## config.mk

```make
export PLATFORM = sky130hd
export DESIGN_NAME = slow_clk_serializer_flat
export DESIGN_NICKNAME = d
export VERILOG_FILES = /design/src/rtl/slow_clk_serializer_if.sv /design/src/rtl/slow_clk_serializer.sv /design/src/flat_wrapper.sv
export SDC_FILE = /design/constraint.sdc
export NUM_CORES = 1
export LEC_CHECK = 0
export ABC_AREA = 1
export CORE_MARGIN = 4
export CORE_UTILIZATION = 45
export CTS_BUF_LIST = sky130_fd_sc_hd__clkbuf_2 sky130_fd_sc_hd__clkbuf_4 sky130_fd_sc_hd__clkbuf_8
export DETAILED_ROUTE_END_ITERATION = 6
export HOLD_SLACK_MARGIN = 0.15
export PLACE_DENSITY = 0.67
export SETUP_SLACK_MARGIN = 0.5
export SLEW_MARGIN = 15
export SYNTH_ARGS = -nofsm -noshare
export SYNTH_HDL_FRONTEND = slang
export SYNTH_SLANG_ARGS = --single-unit
```

## constraint.sdc

```tcl
create_clock -name clk_in -period 2.8 [get_ports clk_in]
set_input_delay 0.56 -clock clk_in [delete_from_list [all_inputs] [get_ports clk_in]]
set_output_delay 0.56 -clock clk_in [all_outputs]
set_load 0.05 [all_outputs]
```

## src/rtl/slow_clk_serializer_if.sv

```systemverilog
// slow_clk_serializer_if: valid/ready word handshake feeding the serializer.
// master drives words, slave (the serializer) returns ready.
interface slow_clk_serializer_if #(
  parameter int DATA_WIDTH = 16
);
  logic [DATA_WIDTH-1:0] tx_data;
  logic                  tx_valid;
  logic                  tx_ready;

  modport master (
    output tx_data,
    output tx_valid,
    input  tx_ready
  );

  modport slave (
    input  tx_data,
    input  tx_valid,
    output tx_ready
  );
endinterface

```

## src/rtl/slow_clk_serializer.sv

```systemverilog
// slow_clk_serializer: MSB-first serializer on clk_in, bits advance on slow_clk falls.
// Define SER_PARITY_EN to append an even-parity bit after each word's LSB.
module slow_clk_serializer #(
  parameter int DATA_WIDTH  = 16,
  parameter int SYNC_STAGES = 2
) (
  input  logic                 clk_in,
  input  logic                 reset_n,
  input  logic                 slow_clk,
  slow_clk_serializer_if.slave tx,
  output logic                 ser_clk,
  output logic                 ser_data,
  output logic                 ser_frame,
  output logic                 busy,
  output logic                 underrun
);

`ifdef SER_PARITY_EN
  localparam int CNT_MAX = DATA_WIDTH;
`else
  localparam int CNT_MAX = DATA_WIDTH - 1;
`endif
  localparam int CW = $clog2(CNT_MAX + 1);

  typedef enum logic {
    IDLE,
    SHIFT
  } state_e;

  state_e                 state_q, state_d;
  logic [SYNC_STAGES-1:0] sync_q;
  logic                   ser_clk_q;
  logic [DATA_WIDTH-1:0]  buf_q, buf_d;
  logic                   buf_full_q, buf_full_d;
  logic [DATA_WIDTH-1:0]  shift_q, shift_d;
  logic [CW-1:0]          cnt_q, cnt_d;
  logic                   data_q, data_d;
  logic                   frame_q, frame_d;
  logic                   busy_q, busy_d;
  logic                   under_q, under_d;
  logic                   s, fall, accept, load;
`ifdef SER_PARITY_EN
  logic                   par_q, par_d;
`endif

  assign s           = sync_q[SYNC_STAGES-1];
  assign fall        = ~s & ser_clk_q;
  assign tx.tx_ready = ~buf_full_q;
  assign accept      = tx.tx_valid & ~buf_full_q;

  always_comb begin
    state_d    = state_q;
    buf_d      = buf_q;
    buf_full_d = buf_full_q;
    shift_d    = shift_q;
    cnt_d      = cnt_q;
    data_d     = data_q;
    frame_d    = frame_q;
    under_d    = 1'b0;
    load       = 1'b0;
`ifdef SER_PARITY_EN
    par_d      = par_q;
`endif
    if (fall) begin
      unique case (state_q)
        IDLE: load = buf_full_q;
        SHIFT: begin
          if (cnt_q != '0) begin
            data_d  = shift_q[DATA_WIDTH-1];
            shift_d = shift_q << 1;
            cnt_d   = cnt_q - CW'(1);
            frame_d = 1'b0;
`ifdef SER_PARITY_EN
            if (cnt_q == CW'(1)) data_d = par_q;
`endif
          end else if (buf_full_q) begin
            load = 1'b1;
          end else begin
            data_d  = 1'b0;
            frame_d = 1'b0;
            under_d = 1'b1;
            state_d = IDLE;
          end
        end
        default: ;
      endcase
    end
    // shift_q holds the bits still to go, MSB already on ser_data
    if (load) begin
      shift_d    = buf_q << 1;
      buf_full_d = 1'b0;
      data_d     = buf_q[DATA_WIDTH-1];
      frame_d    = 1'b1;
      cnt_d      = CW'(CNT_MAX);
      state_d    = SHIFT;
`ifdef SER_PARITY_EN
      par_d      = ^buf_q;
`endif
    end
    if (accept) begin
      buf_d      = tx.tx_data;
      buf_full_d = 1'b1;
    end
    busy_d = (state_d == SHIFT);
  end

  always_ff @(posedge clk_in or negedge reset_n) begin
    if (!reset_n) begin
      sync_q     <= '0;
      ser_clk_q  <= 1'b0;
      state_q    <= IDLE;
      buf_q      <= '0;
      buf_full_q <= 1'b0;
      shift_q    <= '0;
      cnt_q      <= '0;
      data_q     <= 1'b0;
      frame_q    <= 1'b0;
      busy_q     <= 1'b0;
      under_q    <= 1'b0;
`ifdef SER_PARITY_EN
      par_q      <= 1'b0;
`endif
    end else begin
      sync_q     <= {sync_q[SYNC_STAGES-2:0], slow_clk};
      ser_clk_q  <= s;
      state_q    <= state_d;
      buf_q      <= buf_d;
      buf_full_q <= buf_full_d;
      shift_q    <= shift_d;
      cnt_q      <= cnt_d;
      data_q     <= data_d;
      frame_q    <= frame_d;
      busy_q     <= busy_d;
      under_q    <= under_d;
`ifdef SER_PARITY_EN
      par_q      <= par_d;
`endif
    end
  end

  assign ser_clk   = ser_clk_q;
  assign ser_data  = data_q;
  assign ser_frame = frame_q;
  assign busy      = busy_q;
  assign underrun  = under_q;

endmodule

```

## src/flat_wrapper.sv

```systemverilog
// flat-port wrapper written by rule: the top's interface ports become plain ports
module slow_clk_serializer_flat 
#(
  parameter int DATA_WIDTH  = 16,
  parameter int SYNC_STAGES = 2
)
  (clk_in, reset_n, slow_clk, ser_clk, ser_data, ser_frame, busy, underrun, tx_tx_data, tx_tx_valid, tx_tx_ready);
  slow_clk_serializer_if #(.DATA_WIDTH(DATA_WIDTH)) tx_i ();
  input  logic clk_in;
  input  logic reset_n;
  input  logic slow_clk;
  output logic ser_clk;
  output logic ser_data;
  output logic ser_frame;
  output logic busy;
  output logic underrun;
  input wire logic [$bits(tx_i.tx_data)-1:0] tx_tx_data;
  input wire logic [$bits(tx_i.tx_valid)-1:0] tx_tx_valid;
  output wire logic [$bits(tx_i.tx_ready)-1:0] tx_tx_ready;
  assign tx_i.tx_data = tx_tx_data;
  assign tx_i.tx_valid = tx_tx_valid;
  assign tx_tx_ready = tx_i.tx_ready;
  slow_clk_serializer #(.DATA_WIDTH(DATA_WIDTH), .SYNC_STAGES(SYNC_STAGES)) u_core (.clk_in(clk_in), .reset_n(reset_n), .slow_clk(slow_clk), .tx(tx_i), .ser_clk(ser_clk), .ser_data(ser_data), .ser_frame(ser_frame), .busy(busy), .underrun(underrun));
endmodule
```

==> results.py <==
metrics = {
    "yosys": {
        "synth_area_leaders": "dfrtp_1, nand3_1, nand2_1",
        "ys_top_cells_by_count": "nand3_1, nand2_1, dfrtp_1",
        "ys_ff_latch": 43,
        "synth.most_common_cell": "nand3_1",
        "syn-num-nets": 264,
        "ys_warn_count": 0,
        "yosysTopAreaCell": "dfrtp_1",
        "ys_types": 23,
        "synth_edf_count": 0,
        "netlist_instances": 242,
        "synthFlopType": "dfrtp_1",
        "syn_area_per_cell_um2": 8.45,
        "synth_top_area_share_pct": 52.6,
        "yosysSeqAreaShare_pct": 52.6,
        "async_flop_share_pct": 100,
        "syn_area_mm2": 0.00204,
    },
    "pwr": {
        "power.density_mw_per_mm2": 938,
        "leakagePower_nw": 1.27,
        "power_mw": 2.20,
        "vdd_ir_drop_max_mv": 0.430,
    },
    "timing": {
        "finalCritPeriodShare_pct": 77.6,
        "skew_ns": 0.00416,
        "min_period_ns": 2.17,
        "rsz0062_at_grt": "no",
        "finalMaxSlewViolations": 0,
        "fin_tns_setup_ns": 0,
        "timing.hold.ws_ns": 0.351,
        "hold_viol": 0,
        "fmax_mhz": 460,
        "setup_viol": 0,
        "max_slew_margin_pct": 38.8,
        "worstMarginPinSlew_ns": 0.918,
    },
    "worst_setup_path": {
        "cp.required_ns": 2.24,
        "start_kind": "flip-flop",
        "worstPathArrival_ns": 1.61,
        "cp.buffers_inverters": 2,
        "crit_chain": "inv_4 -> dlygate4sd2_1",
        "slowest_delay_ns": 0.58,
        "slowest_stage": "dfrtp_1",
        "crit_fanout": 16,
        "path_class": "flip-flop to primary output",
        "ff2ff_setup_slack_ns": 1.01,
        "crit_family": "buffers and inverters",
        "end_kind": "primary output",
    },
    "grt": {
        "antenna_found_initial": 0,
        "grt_use_total_pct": 15.1,
        "grt_overflow": 0,
        "grt_pass1_wl_um": 6580,
        "grt_pass1_vias": 1431,
        "grt_max_degree": 44,
    },
    "worst_hold_path": {
        "min_path_type": "flip-flop to flip-flop",
    },
    "floorplan": {
        "core_mm2": 0.00438,
        "ios": 26,
        "die_h_um": 75.4,
        "die_x_um": 75.4,
        "fp-row-count": 24,
        "dieArea_mm2": 0.00569,
        "initial_utilization_pct": 46.6,
    },
    "final_layout": {
        "n_antenna_cell": 0,
        "fin_area_mm2": 0.00235,
        "ff_latch_area_mm2": 0.00108,
        "syn_to_final_growth_pct": 14.7,
        "fillers": 420,
        "num-nets-final": 285,
        "drive_above_1_share_pct": 6.87,
        "multi_input_area_um2": 713,
    },
    "clock_network": {
        "root_buffer": "clkbuf_8",
        "numCtsBuffers": 5,
        "cts_sinks": 43,
        "htree_levels": 2,
        "cts_buffer_depth": 2,
        "clkTransAtPathRegs_ns": 0.07,
        "clock_latency_ns": 0.29,
        "cts_tree": "built",
        "holdBufCountCts": 0,
    },
    "route": {
        "via_count": 1554,
        "drt-pass1-iter-count": 5,
        "drt-wirelength-per-cell_um": 12.0,
        "routed_wl_um": 3770,
        "antenna_left": 0,
        "drc_errors": 0,
        "drt_iter0_drc": 118,
        "via_per_inst": 4.95,
    },
    "placed_design": {
        "post_dp_cell_area_mm2": 0.00227,
        "dp.final_hpwl_um": 2520,
        "port-buffer-count": 25,
        "gp_congestion": 0.842,
    },
    "status": {
        "status": "completed",
    },
    "job": {
        "maxCapViolCount": 0,
    },
}
## worst paths after layout
| kind | end | depth (start not counted) | start |
|---|---|---|---|
| worst max-delay path | tx_tx_ready | 2 | u_core.buf_full_q |
| worst min-delay path | u_core.sync_q[1] | 0 | u_core.sync_q[0] |
| worst max register to register | u_core.shift_q[4] | 7 | u_core.cnt_q[0] |
| worst min register to register | u_core.sync_q[1] | 0 | u_core.sync_q[0] |
| max in group asynchronous | u_core.shift_q[8] | 1 | reset_n |
| min in group asynchronous | u_core.buf_q[1] | 1 | reset_n |
## through the flow
| step | setup WS [ns] | util [%] | std cells |
|---|---|---|---|
| 4_1_cts | 0.623 | 53.5 | 314 |
| 2_1_floorplan | 1.30 | - | 242 |
| 3_3_place_gp | 0.719 | 51.8 | 308 |
| 6_report | 0.626 | 53.5 | 314 |
| 3_5_place_dp | 0.670 | 51.8 | 308 |
| 5_1_grt | 0.544 | 53.5 | 314 |
## per-layer routing
layer / track usage (%) / vias up / share of wire (%)
met4: 4.66 / 0 / 1.5
li1: - / 790 / -
met1: 21.9 / 721 / 50
met5: 0 / - / 0
met2: 22.2 / 37 / 43
met3: 3.96 / 6 / 5.6
## cell type report
type / count / area share, %
Sequential cell: 43 / 45.9
Multi-Input combinational cell: 144 / 30.4
Timing Repair Buffer: 26 / 10.7
Inverter: 43 / 6.99
Clock buffer: 6 / 3.25
Tap cell: 52 / 2.77
## sequential cells by signal, indices dropped and copies added (netlist names)
name / cells
u_core.buf_q: 16
u_core.shift_q: 15
u_core.cnt_q: 4
u_core.sync_q: 2
u_core.buf_full_q: 1
u_core.ser_clk: 1
u_core.ser_data: 1
u_core.ser_frame: 1
u_core.state_q: 1
u_core.underrun: 1
## worst register-to-register path, delay by kind of cell (launching register included)
kind / cells / cell delay, ns
AND/OR/NAND/NOR: 5 / 1.07
flip-flops: 1 / 0.32
adder cells (fa/ha/maj): 1 / 0.23
buffers and inverters: 1 / 0.10
## power breakdown
group,total (mW),internal [mW],leakage (nW),switching [mW]
combinational,0.827,0.299,0.716,0.528
clock,0.363,0.176,0.0406,0.187
sequential,1.01,0.872,0.513,0.138
## cells in the final DEF, fill, tap and decap left out, types with 2 or more instances in the layout
cell and instances:
nand2_1 45, dfrtp_1 43, a21oi_1 16, ha_1 2, o21ai_1 2, nor2_1 17, nand3_1 49, clkdlybuf4s50_1 23
nand2_2 2, nand2_4 3, inv_1 41, clkbuf_8 5, o21ai_0 2
## timing repair
item	in CTS	in global routing
setup buffers	0	0
setup endpoints to repair	1	0
resized for setup	1	0
## cell families (layout without fill, tap and decap cells)
family          count (synthesis)  after routing  synth area share, %
mux                             1              1                0.551
buf+inv                        55             75                 12.5
xor+xnor                        1              1                0.428
fa+ha+maj                       2              2                 1.22
compound gates                 21             21                 5.26
flops                          43             43                 52.6
simple gates                  119            119                 27.4
Note: power is estimated with default switching activity, not from simulation.
